`src/rtl/mul_div_unit_if.sv`:
```
// Request/response bundle between the datapath and the multiply/divide unit.
interface mul_div_unit_if #(
  parameter int unsigned WIDTH = 32
);
  logic             start;
  logic [2:0]       op;
  logic [WIDTH-1:0] a;
  logic [WIDTH-1:0] b;
  logic             busy;
  logic             done;
  logic [WIDTH-1:0] hi;
  logic [WIDTH-1:0] lo;

  modport master (
    output start, op, a, b,
    input  busy, done, hi, lo
  );

  modport slave (
    input  start, op, a, b,
    output busy, done, hi, lo
  );
endinterface

```
`src/rtl/mul_div_unit.sv`:
```
// Iterative multiply/divide unit with architectural HI/LO registers.
// One multiply (shift-add) or restoring divide bit per cycle, then a sign fixup cycle.
module mul_div_unit #(
  parameter int unsigned WIDTH = 32
) (
  input  logic          clk,
  input  logic          reset,
  mul_div_unit_if.slave io_bus
);

  localparam int unsigned CntW = $clog2(WIDTH + 1);

  typedef enum logic [1:0] {StIdle, StRun, StFixup, StDone} state_e;

  state_e               r_state, w_state_next;
  logic [CntW-1:0]      r_cnt, w_cnt_next;
  // Multiply: {partial product, multiplier}. Divide: {remainder, dividend/quotient}.
  logic [2*WIDTH-1:0]   r_acc, w_acc_next;
  // Multiplicand magnitude for multiply, divisor magnitude for divide.
  logic [WIDTH-1:0]     r_opnd, w_opnd_next;
  logic [WIDTH-1:0]     r_hi, w_hi_next;
  logic [WIDTH-1:0]     r_lo, w_lo_next;
  logic                 r_sign_a, w_sign_a_next;
  logic                 r_sign_b, w_sign_b_next;
  logic                 r_is_div, w_is_div_next;
  logic                 r_signed, w_signed_next;
  logic                 r_div0, w_div0_next;

  logic                 w_a_neg, w_b_neg;
  logic [WIDTH-1:0]     w_a_mag, w_b_mag;
  logic [WIDTH:0]       w_mul_sum;
  logic [2*WIDTH-1:0]   w_mul_step;
  logic [WIDTH:0]       w_shift, w_diff;
  logic                 w_ge;
  logic [2*WIDTH-1:0]   w_div_step;
  logic [2*WIDTH-1:0]   w_prod_fix;
  logic [WIDTH-1:0]     w_quo_fix, w_rem_fix;

  // Operand magnitudes and single-step datapath for both engines.
  always_comb begin
    w_a_neg    = io_bus.op[0] & io_bus.a[WIDTH-1];
    w_b_neg    = io_bus.op[0] & io_bus.b[WIDTH-1];
    w_a_mag    = w_a_neg ? -io_bus.a : io_bus.a;
    w_b_mag    = w_b_neg ? -io_bus.b : io_bus.b;

    w_mul_sum  = {1'b0, r_acc[2*WIDTH-1:WIDTH]} + (r_acc[0] ? {1'b0, r_opnd} : '0);
    w_mul_step = {w_mul_sum, r_acc[WIDTH-1:1]};

    w_shift    = {r_acc[2*WIDTH-1:WIDTH], r_acc[WIDTH-1]};
    w_ge       = (w_shift >= {1'b0, r_opnd});
    w_diff     = w_shift - {1'b0, r_opnd};
    w_div_step = {(w_ge ? w_diff[WIDTH-1:0] : w_shift[WIDTH-1:0]), r_acc[WIDTH-2:0], w_ge};

    w_prod_fix = (r_signed && (r_sign_a ^ r_sign_b)) ? -r_acc : r_acc;
    // Divide by zero: quotient all ones; remainder recovers the original dividend.
    w_quo_fix  = r_div0 ? '1 :
                 ((r_signed && (r_sign_a ^ r_sign_b)) ? -r_acc[WIDTH-1:0] : r_acc[WIDTH-1:0]);
    w_rem_fix  = (r_signed && r_sign_a) ? -r_acc[2*WIDTH-1:WIDTH] : r_acc[2*WIDTH-1:WIDTH];
  end

  // Next-state, operand capture and HI/LO update.
  always_comb begin
    w_state_next  = r_state;
    w_cnt_next    = r_cnt;
    w_acc_next    = r_acc;
    w_opnd_next   = r_opnd;
    w_hi_next     = r_hi;
    w_lo_next     = r_lo;
    w_sign_a_next = r_sign_a;
    w_sign_b_next = r_sign_b;
    w_is_div_next = r_is_div;
    w_signed_next = r_signed;
    w_div0_next   = r_div0;

    unique case (r_state)
      StIdle, StDone: begin
        w_state_next = StIdle;
        if (io_bus.start) begin
          if (!io_bus.op[2]) begin
            w_acc_next    = io_bus.op[1] ? {{WIDTH{1'b0}}, w_a_mag} : {{WIDTH{1'b0}}, w_b_mag};
            w_opnd_next   = io_bus.op[1] ? w_b_mag : w_a_mag;
            w_sign_a_next = w_a_neg;
            w_sign_b_next = w_b_neg;
            w_is_div_next = io_bus.op[1];
            w_signed_next = io_bus.op[0];
            w_div0_next   = (io_bus.b == '0);
            w_cnt_next    = CntW'(WIDTH);
            w_state_next  = StRun;
          end else if (io_bus.op[1:0] == 2'b00) begin
            w_hi_next = io_bus.a;
          end else if (io_bus.op[1:0] == 2'b01) begin
            w_lo_next = io_bus.a;
          end
        end
      end
      StRun: begin
        w_acc_next = r_is_div ? w_div_step : w_mul_step;
        w_cnt_next = r_cnt - CntW'(1);
        if (r_cnt == CntW'(1)) begin
          w_state_next = StFixup;
        end
      end
      StFixup: begin
        if (r_is_div) begin
          w_hi_next = w_rem_fix;
          w_lo_next = w_quo_fix;
        end else begin
          w_hi_next = w_prod_fix[2*WIDTH-1:WIDTH];
          w_lo_next = w_prod_fix[WIDTH-1:0];
        end
        w_state_next = StDone;
      end
      default: w_state_next = StIdle;
    endcase
  end

  // State and datapath registers; reset aborts any operation in flight.
  always_ff @(posedge clk) begin
    if (reset) begin
      r_state  <= StIdle;
      r_cnt    <= '0;
      r_acc    <= '0;
      r_opnd   <= '0;
      r_hi     <= '0;
      r_lo     <= '0;
      r_sign_a <= 1'b0;
      r_sign_b <= 1'b0;
      r_is_div <= 1'b0;
      r_signed <= 1'b0;
      r_div0   <= 1'b0;
    end else begin
      r_state  <= w_state_next;
      r_cnt    <= w_cnt_next;
      r_acc    <= w_acc_next;
      r_opnd   <= w_opnd_next;
      r_hi     <= w_hi_next;
      r_lo     <= w_lo_next;
      r_sign_a <= w_sign_a_next;
      r_sign_b <= w_sign_b_next;
      r_is_div <= w_is_div_next;
      r_signed <= w_signed_next;
      r_div0   <= w_div0_next;
    end
  end

  assign io_bus.busy = (r_state == StRun) || (r_state == StFixup);
  assign io_bus.done = (r_state == StDone);
  assign io_bus.hi   = r_hi;
  assign io_bus.lo   = r_lo;

endmodule
```
`src/flat_wrapper.sv`:
```
// flat-port wrapper written by rule: the top's interface ports become plain ports
module mul_div_unit_flat 
#(
  parameter int unsigned WIDTH = 32
)
  (clk, reset, io_bus_start, io_bus_op, io_bus_a, io_bus_b, io_bus_busy, io_bus_done, io_bus_hi, io_bus_lo);
  mul_div_unit_if #(.WIDTH(WIDTH)) io_bus_i ();
  input  logic clk;
  input  logic reset;
  input wire logic [$bits(io_bus_i.start)-1:0] io_bus_start;
  input wire logic [$bits(io_bus_i.op)-1:0] io_bus_op;
  input wire logic [$bits(io_bus_i.a)-1:0] io_bus_a;
  input wire logic [$bits(io_bus_i.b)-1:0] io_bus_b;
  output wire logic [$bits(io_bus_i.busy)-1:0] io_bus_busy;
  output wire logic [$bits(io_bus_i.done)-1:0] io_bus_done;
  output wire logic [$bits(io_bus_i.hi)-1:0] io_bus_hi;
  output wire logic [$bits(io_bus_i.lo)-1:0] io_bus_lo;
  assign io_bus_i.start = io_bus_start;
  assign io_bus_i.op = io_bus_op;
  assign io_bus_i.a = io_bus_a;
  assign io_bus_i.b = io_bus_b;
  assign io_bus_busy = io_bus_i.busy;
  assign io_bus_done = io_bus_i.done;
  assign io_bus_hi = io_bus_i.hi;
  assign io_bus_lo = io_bus_i.lo;
  mul_div_unit #(.WIDTH(WIDTH)) u_core (.clk(clk), .reset(reset), .io_bus(io_bus_i));
endmodule
```
`config.mk`:
```
export PLATFORM = sky130hd
export DESIGN_NAME = mul_div_unit_flat
export DESIGN_NICKNAME = d
export VERILOG_FILES = /design/src/rtl/mul_div_unit_if.sv /design/src/rtl/mul_div_unit.sv /design/src/flat_wrapper.sv
export SDC_FILE = /design/constraint.sdc
export NUM_CORES = 1
export LEC_CHECK = 0
export ABC_CLOCK_PERIOD_IN_PS = 3100
export BUFFER_PORTS_ARGS = -buffer_cell sky130_fd_sc_hd__buf_4
export CORE_MARGIN = 1
export CORE_UTILIZATION = 56
export CTS_CLUSTER_DIAMETER = 60
export CTS_CLUSTER_SIZE = 24
export DETAILED_ROUTE_END_ITERATION = 8
export GPL_TIMING_DRIVEN = 0
export PLACE_DENSITY = 0.81
export REMOVE_ABC_BUFFERS = 1
export SLEW_MARGIN = 20
export SYNTH_ARGS = -nofsm -noshare
export SYNTH_HDL_FRONTEND = slang
export SYNTH_SLANG_ARGS = --single-unit
```
`constraint.sdc`:
```
create_clock -name clk -period 3.1 [get_ports clk]
set_input_delay 0.31 -clock clk [delete_from_list [all_inputs] [get_ports clk]]
set_output_delay 0.31 -clock clk [all_outputs]
set_load 0.1 [all_outputs]
```
Yosys cells after proc, flatten, opt, wreduce, memory -nomap -nowiden
Cells that the tools add are included.
{ "classes": {"n_addsub": 8, "magnitude_cmp": 1, "n_eq_ne": 12, "n_mux": 32, "n_bitwise": 4, "n_reduce_logical": 13} }
{ "op_table": {"columns": ["operator", "n"], "rows": [
  ["32-bit 2-to-1 mux", 18],
  ["64-bit 2-to-1 mux", 4],
  ["32-bit negator", 4],
  ["32-bit case mux with 2 select lines", 2],
  ["64-bit case mux with 2 select lines", 1],
  ["64-bit negator", 1],
  ["32-bit by 32-bit adder with 33-bit output", 1],
  ["33-bit by 32-bit greater-or-equal comparator with 1-bit output", 1],
  ["32-bit zero test", 1],
  ["32-bit subtractor", 1],
  ["6-bit 2-to-1 mux", 2],
  ["6-bit case mux with 2 select lines", 1],
  ["2-bit inequality test (second input constant)", 4],
  ["6-bit by 1-bit == test with 1-bit output (second input constant)", 1],
  ["2-bit by 1-bit inequality test with 1-bit output (second input constant)", 3],
  ["2-bit case mux with 3 select lines", 1],
  ["3-bit AND reduction", 2],
  ["6-bit by 1-bit subtractor with 6-bit output (second input constant)", 1],
  ["5-bit AND reduction", 1],
  ["2-bit by 1-bit == test with 1-bit output (second input constant)", 2],
  ["2-bit == test (second input constant)", 2],
  ["2-bit zero test", 2],
  ["2-bit 2-to-1 mux", 2],
  ["4-bit AND reduction", 1],
  ["other kinds (8)", 11]
]} }
{ "word_totals": {"register_bits": 173, "in_bits": 70, "output_inout_bits": 66, "wordCells": 81} }

Longest topological paths before layout
Gate-level depths: netlist of the first run.
{ "depth": {"ltp_word": 6, "depth_mapped": 15, "ltp_nobuf": 13} }

Least setup slack after synthesis of the first run
No wires, ideal clock.
{ "synth_timing": {"path_type": "register -> register", "from": "reg u_core.r_acc[0]", "to": "reg u_core.r_acc[54]", "setup_ns": 0.122, "t_arrival_ns": 2.901, "path_slack_ns": 0.077, "stages_incl_launch_ff": 14, "path_buffers": 2, "period_less_slack_ns": 3.023, "cell_sequence": "dfxtp_1 -> clkbuf_1 -> inv_1 -> clkbuf_1 -> nor2_1 -> ha_1 -> a21o_1 -> o311ai_0 -> a21oi_1 -> o21ai_0 -> nand2_1 -> nor2_1 -> xnor2_1 -> a221o_1"} }
{ "synth_via": {"elab_chain_len": 4} }
{ "synth_lines": {"columns": ["item", "line", "text"], "rows": [
  ["start: declaration", "mul_div_unit.sv:18", "logic [2*WIDTH-1:0] r_acc, w_acc_next;"],
  ["start signal: assignment", "mul_div_unit.sv:134", "r_acc <= w_acc_next;"],
  ["32-bit 2-to-1 mux", "mul_div_unit.sv:46", "w_mul_sum = {1'b0, r_acc[2*WIDTH-1:WIDTH]} + (r_acc[0] ? {1'b0, r_opnd} : '0);"],
  ["32-bit by 32-bit adder with 33-bit output", "mul_div_unit.sv:46", null],
  ["64-bit 2-to-1 mux", "mul_div_unit.sv:97", "w_acc_next = r_is_div ? w_div_step : w_mul_step;"],
  ["64-bit case mux with 2 select lines", "mul_div_unit.sv:75", "unique case (r_state)"]
]} }
No other way between the ends.
A chain may end at the register's enable or synchronous reset.

Worst setup path in the final report of the first run
{ "layout_timing": {"from": "reg u_core.r_acc[17]", "to": "reg u_core.r_hi[19] (netlist: u_core.io_bus.hi[19])"} }
{ "layout_via": {"elab_chain_len": 4} }
{ "layout_lines": {"columns": ["item", "line", "text"], "rows": [
  ["64-bit negator", "mul_div_unit.sv:54", "w_prod_fix = (r_signed && (r_sign_a ^ r_sign_b)) ? -r_acc : r_acc;"],
  ["64-bit 2-to-1 mux", "mul_div_unit.sv:54", null],
  ["32-bit 2-to-1 mux", "mul_div_unit.sv:104", "if (r_is_div) begin"],
  ["32-bit case mux with 2 select lines", "mul_div_unit.sv:75", null],
  ["end signal: assignment", "mul_div_unit.sv:136", "r_hi <= w_hi_next;"],
  ["end: declaration", "mul_div_unit.sv:21", "logic [WIDTH-1:0] r_hi, w_hi_next;"]
]} }
No other way between the ends.

==> metrics.txt, run 1 <==
outcome=finished, violations left; violated checks=negative setup slack; Die ar.=0.02696 mm^2; Die X=164.2 um; Netlist cell types=75; clock buffer depth=2; Placed Instances=2360; Clock Latency Late Sink=0.45 ns; cell mode on critical path=or4_4; leak pwr=7.100 nW; maximum vdd drop=0.5467 mV; largest net degree at the start of global routing=113; Total Nets Final=2254; RSZ-0062 raised after global routing=true; EDFF count, synth=0; first-pass GRT wire length=83230 um; crit path launch type=flop; layout cell share with drive strength beyond 1=20.84%; Crit Path Class=flop to flop; Total Wirelength=57360 um; # fillers=2031; num ports=136; Hold Buf Count CTS=0; Buf/Inv on CP=0; CTS H-Tree Depth=4; min Tclk post-route=3.212 ns; CORE AREA=0.02547 mm^2; area added between synthesis and finish=22.67%; endpoints failing setup=7; initial antenna violation count=2; total power divided by cell area=675.6 mW/mm^2; crit path max fanout=7; Fin. Hold Viols=0; crit-path cells=or4_4 > or4_4 > or4_4 > o21ai_4 > a31oi_2 > xnor2_2 > a21oi_1 > a22o_1; Main synth FF type=dfxtp_1; GRT overflow=0; Clock transition at path regs=0.07 ns; Slew Limit Fails=0; All-Layer GR Usage=39.82%; synthesized flop and latch total=173; Max stage delay on crit path=0.62 ns; Non-Filler Instances=2451; wire length per cell=23.40 um; TritonCTS Buffers=17; TritonRoute pass-1 iters=7; die height=164.2 um; ant diodes=0; fin area=0.01807 mm^2; Detail Route Antenna Nets=0; Worst Hold Class=primary input to flop; synthesized area per cell=7.311 um^2; routability cong.=0.9769; Starting Density=57.83%; CTS sink count=173; cell area after synthesis=0.01473 mm^2; Max-Cap Viols=0; Top delay family on crit path=simple AND/OR/NAND/NOR gates; Synth Instances=2015; vias after detailed routing=16631; DR iter-0 viols=1889; CP arrival=3.54 ns; Crit path required time=3.43 ns; Max Freq=311.3 MHz; slowest stage cell, crit path=or4_4; Synth Warn #=0; root buf cell=clkbuf_16; Std-Cell Rows=58; DR DRC count=0; FFs w/ async S/R, synth=0%; vias per inst=6.785; dpl cell area=0.01591 mm^2; Final period util=103.6%; CTS tree=yes; hpwl dp=38580 um; crit end category=flop; port bufs=135; Setup Skew=0.01474 ns; Slew headroom=17.02%; final worst slack=-0.1119 ns; number of global-route vias before repair=15208; Worst-Margin Slew=1.242 ns; Seq/Total Area, Yosys=23.51%
==> layout by cell type, fill, tap and decap left out, types with 14 or more instances in the layout <==
| cell | Yosys | final |
|---|---|---|
| ha_1 | 73 | 45 |
| dfxtp_1 | 173 | 157 |
| nand3_1 | 30 | 30 |
| a211oi_1 | 47 | 42 |
| inv_1 | 66 | 63 |
| a21oi_2 | 0 | 16 |
| xnor2_1 | 107 | 104 |
| a21o_1 | 44 | 43 |
| nor2_4 | 0 | 16 |
| clkbuf_16 | 0 | 19 |
| buf_4 | 1 | 177 |
| xor2_1 | 66 | 66 |
| nor2_1 | 211 | 186 |
| o221ai_1 | 28 | 26 |
| ha_4 | 0 | 21 |
| o211ai_1 | 27 | 27 |
| a21oi_1 | 230 | 206 |
| nor3_1 | 45 | 40 |
| o21ai_0 | 126 | 116 |
| mux2i_1 | 52 | 52 |
| or3_1 | 20 | 20 |
| nand2b_1 | 15 | 14 |
| a31oi_1 | 23 | 21 |
| o31ai_1 | 23 | 20 |
| nand2_1 | 215 | 208 |
| mux2_2 | 14 | 14 |
==> worst reg2reg max path, stage by stage, from the launching register on <==
cell     delay, ns
dfxtp_4       0.37
or4_4         0.58
or4_4         0.48
or4_4         0.62
o21ai_4       0.33
a31oi_2       0.17
xnor2_2       0.25
a21oi_1       0.10
a22o_1        0.20
==> stage by stage <==
step                      utilization [%]  power (W)  TNS (ns)  worst slack (ns)  hold slack, ns
after floorplan                         -   0.007039    -96.60            -1.920          0.3746
after global placement              61.50   0.008542   -414.02            -5.481          0.4388
after detailed placement            62.47   0.008735    -94.30            -2.534          0.4426
after CTS                           66.53    0.01138  -0.01697          -0.01697          0.1930
after global routing                70.95    0.01264    -1.136           -0.1480          0.2101
final                               70.95    0.01221   -0.3068           -0.1119          0.2116
==> report_power, final <==
part	switching (W)	total [W]	internal [W]	leakage, nW
registers	0.000494	0.00311	0.00262	1.42
clock network	0.00101	0.00234	0.00132	0.299
logic	0.00456	0.00676	0.00220	5.38
==> per-layer routing <==
| metal | vias to the layer above | track usage [%] | share of wire, % |
|---|---|---|---|
| met3 | 251 | 7.626 | 11 |
| met2 | 1107 | 63.25 | 45 |
| met5 | - | 0 | 0.038 |
| li1 | 7534 | - | - |
| met1 | 7735 | 51.28 | 39 |
| met4 | 4 | 19.95 | 5.7 |
==> sequential cells by signal (all words and copies together), names as in the netlist <==
signal	cells
u_core.io_bus.hi	32
u_core.io_bus.lo	32
u_core.r_acc	64
u_core.r_cnt	6
u_core.r_div0	1
u_core.r_is_div	1
u_core.r_opnd	32
u_core.r_sign_a	1
u_core.r_sign_b	1
u_core.r_signed	1
u_core.r_state	2
==> cells by family (layout without fill, tap and decap cells) <==
family                     Yosys count  in the layout  share of synthesized area [%]
buffers and inverters              196            295                          5.096
xor gates and xnor gates           173            173                          10.29
and+or+nand+nor                    646            652                          20.14
adders and majority gates           75             75                          6.472
muxes                               66             66                          4.603
DFF                                173            173                          23.51
AOI/OAI and AO/OA                  686            687                          29.90
==> what timing repair did <==
item | CTS | global route
cloned | 4 | 5
pin swaps | 13 | 61
setup endpoints to repair | 99 | 62
gates resized for setup | 60 | 174
buffers inserted | 20 | 31
==> Yosys cell counts (all sizes together), types with 15 or more instances <==
| library cell | instances | area share, % |
|---|---|---|
| inv | 66 | 1.7 |
| nor2 | 211 | 5.4 |
| clkbuf | 111 | 2.8 |
| a21o | 44 | 2.2 |
| or3 | 20 | 0.85 |
| o31ai | 23 | 1.2 |
| nor4 | 22 | 0.98 |
| nand2b | 15 | 0.64 |
| nand3 | 30 | 1.0 |
| a21oi | 230 | 7.8 |
| buf | 16 | 0.51 |
| a211oi | 48 | 2.5 |
| nand2 | 216 | 5.5 |
| a31oi | 23 | 0.98 |
| dfxtp | 173 | 24 |
| o221ai | 28 | 1.7 |
| nor3 | 45 | 1.5 |
| o211ai | 27 | 1.4 |
| or4 | 19 | 1.1 |
| mux2i | 52 | 3.5 |
| xnor2 | 107 | 6.4 |
| ha | 73 | 6.2 |
| xor2 | 66 | 3.9 |
| o21ai | 139 | 4.8 |
==> final timing paths <==
| check | from | to | slack (ns) | cells after the start |
|---|---|---|---|---|
| setup / recovery | u_core.r_acc[17] | u_core.io_bus.hi[19] | -0.11 | 8 |
| hold / removal | io_bus_a[15] | u_core.io_bus.hi[15] | 0.21 | 3 |
| setup reg to reg | u_core.r_acc[17] | u_core.io_bus.hi[19] | -0.11 | 8 |
| hold reg to reg | u_core.r_opnd[9] | u_core.r_opnd[9] | 0.45 | 2 |
==> cell type report <==
type	count	area [um^2]	area share, %
Clock buffer	19	454.2	2.513
Sequential cell	173	3493	19.33
Timing Repair Buffer	194	1644	9.098
Inverter	69	272.8	1.509
Clock inverter	12	160.2	0.8862
Timing Repair inverter	1	7.507	0.04154
Multi-Input combinational cell	1653	11630	64.34
Tap cell	330	412.9	2.285
Note: power is estimated with default switching activity, not from simulation.
==> run 2: changes to the inputs <==
ABC_CLOCK_PERIOD_IN_PS = 2700   (was 3100)
clock period = 2.7 ns   (was 3.1 ns; I/O delays follow)
==> run 2 against run 1 <==
The flow still finishes with violations (negative setup slack). Count of clock-buffer cells in the layout stayed put. Die area stayed put. Sequential power is 15% higher. Power is 26% higher. Routed wire length is 9.7% higher. Critical path type unchanged. Largest cell class unchanged. Largest power group unchanged.
==> metrics.txt, run 2 (same netlist as run 1, synthesis figures left out) <==
cell mode on critical path=or4_4; root buf cell=clkbuf_16; total power divided by cell area=764.0 mW/mm^2; crit path max fanout=4; Clock Latency Late Sink=0.45 ns; routability cong.=0.9769; hpwl dp=38580 um; Total Wirelength=62920 um; Die X=164.2 um; CP arrival=3.47 ns; worst reg2reg path depth=9; setup TNS=-16.88 ns; CTS sink count=173; All-Layer GR Usage=43.88%; commonest non-fill, non-tap cell in the layout=buf_4; largest reg by FF count=u_core.r_acc; Starting Density=57.83%; Reg2Reg Setup Slack=-0.44 ns; Worst Setup SP=u_core.r_acc[18]; DR iter-0 viols=2160; HP Start=io_bus_a[6]; Slew headroom=27.96%; Fin. Hold Viols=0; CTS tree=yes; TritonRoute pass-1 iters=8; crit-path cells=or4_4 > or4_4 > or4_4 > o21ai_4 > buf_4 > a31oi_4 > xnor2_2 > a21oi_2 > a22o_1; initial antenna violation count=1; crit end category=flop; num ports=136; Max stage delay on crit path=0.58 ns; Clock transition at path regs=0.08 ns; outcome=finished, violations left; slowest stage cell, crit path=or4_4; port bufs=135; Largest register FFs=64; most frequent cells in the layout=buf_4 (237), nand2_1 (200), a21oi_1 (186); GRT overflow=0; number of global-route vias before repair=16492; die height=164.2 um; ant diodes=0; violated checks=negative setup slack; Worst Hold Endpoint=u_core.io_bus.hi[6]; CORE AREA=0.02547 mm^2; Crit Path Class=flop to flop; TritonCTS Buffers=17; clock buffer depth=2; RR Endpoint=u_core.io_bus.hi[19]; largest net degree at the start of global routing=113; area added between synthesis and finish=36.34%; Post-Place Setup Slack=-2.934 ns; dpl cell area=0.01591 mm^2; Worst-Margin Slew=1.080 ns; Max Freq=318.6 MHz; first-pass GRT wire length=91220 um; endpoints failing setup=68; Std-Cell Rows=58; vias after detailed routing=17842; RSZ-0062 raised after global routing=true; DR DRC count=0; Worst Hold Class=primary input to flop; min Tclk post-route=3.139 ns; worst hold path cell count=3; wire length per cell=24.73 um; worst reg2reg startpoint=u_core.r_acc[18]; crit path launch type=flop; Max-Cap Viols=0; Die ar.=0.02696 mm^2; Slew Limit Fails=0; Total Nets Final=2347; CTS H-Tree Depth=4; maximum vdd drop=0.6638 mV; Setup Skew=0.01676 ns; final worst slack=-0.4391 ns; vias per inst=7.013; Crit path required time=3.03 ns; Final period util=116.3%; layout cell share with drive strength beyond 1=31.89%; leak pwr=7.783 nW; Detail Route Antenna Nets=0; fin area=0.02009 mm^2
==> run 2: changes by cell type in the layout (fill, tap and decap cells not counted), moves of 15 or more <==
| cell | previous run | this run |
|---|---|---|
| a21oi_2 | 16 | 31 |
| dfxtp_2 | 12 | 28 |
| o21ai_1 | 10 | 27 |
| dfxtp_4 | 4 | 22 |
| dfxtp_1 | 157 | 123 |
| ha_1 | 45 | 20 |
| buf_6 | 4 | 28 |
| ha_4 | 21 | 48 |
| a21oi_1 | 206 | 186 |
| o21ai_0 | 116 | 86 |
| buf_4 | 177 | 237 |
==> run 2: worst max-delay path by stage <==
stage                                       to  cells past startpoint
final                     u_core.io_bus.hi[19]                      9
after floorplan               u_core.r_acc[51]                      9
after detailed placement      u_core.r_acc[56]                     10
after global routing      u_core.io_bus.hi[31]                      8
after CTS                 u_core.io_bus.hi[19]                      8
after global placement        u_core.r_acc[51]                      9
==> run 2: area by class of cell <==
cell class	instances	area, um^2
clock buffers	19	454.2
inverters	69	280.3
repair buffers	287	2525
repair inverters	1	7.507
clock inverters	12	160.2
flip-flops and latches	173	3581
fillers	1661	5386
well taps	330	412.9
multi-input cells	1653	12660
==> run 2: report_power, final <==
group / total (W) / leakage (nW) / internal [W] / switching [W]
Combinational: 0.00906 / 6.05 / 0.00324 / 0.00582
Clock: 0.00271 / 0.299 / 0.00152 / 0.00119
Sequential: 0.00357 / 1.44 / 0.00300 / 0.000570
Total: 0.0153 / 7.78 / 0.00776 / 0.00759
==> run 2: timing repair <==
action,4_1_cts,5_1_grt
setup buffers,93,51
pin swaps,103,123
endpoints found under the setup margin,126,95
gates resized for setup,327,209
gates cloned,8,1
hold buffers,0,0
==> run 2: metal layers <==
metal	vias up	wire length [um]	GRT usage (%)
li1	7734	-	-
met1	8337	23230	54.23
met2	1369	27950	69.35
met3	402	7138	9.015
met4	0	4602	27.86
met5	-	0	0
==> run 2: per-stage QoR <==
stage	std cells	util [%]	hold slack, ns	total power, W
6_report	2544	78.85	0.1709	0.01535
3_3_place_gp	2353	61.50	0.4388	0.009808
4_1_cts	2492	73.64	0.1530	0.01416
5_1_grt	2544	78.85	0.1795	0.01580
2_1_floorplan	1888	-	0.3346	0.008082
3_5_place_dp	2360	62.47	0.4426	0.01003
==> run 2: critical path: cells and delay by family (launching register included) <==
kind / cells / cell delay (ns)
buf+inv: 1 / 0.15
xor+xnor: 1 / 0.26
compound gates: 4 / 0.60
simple gates: 3 / 1.66
flops: 1 / 0.35
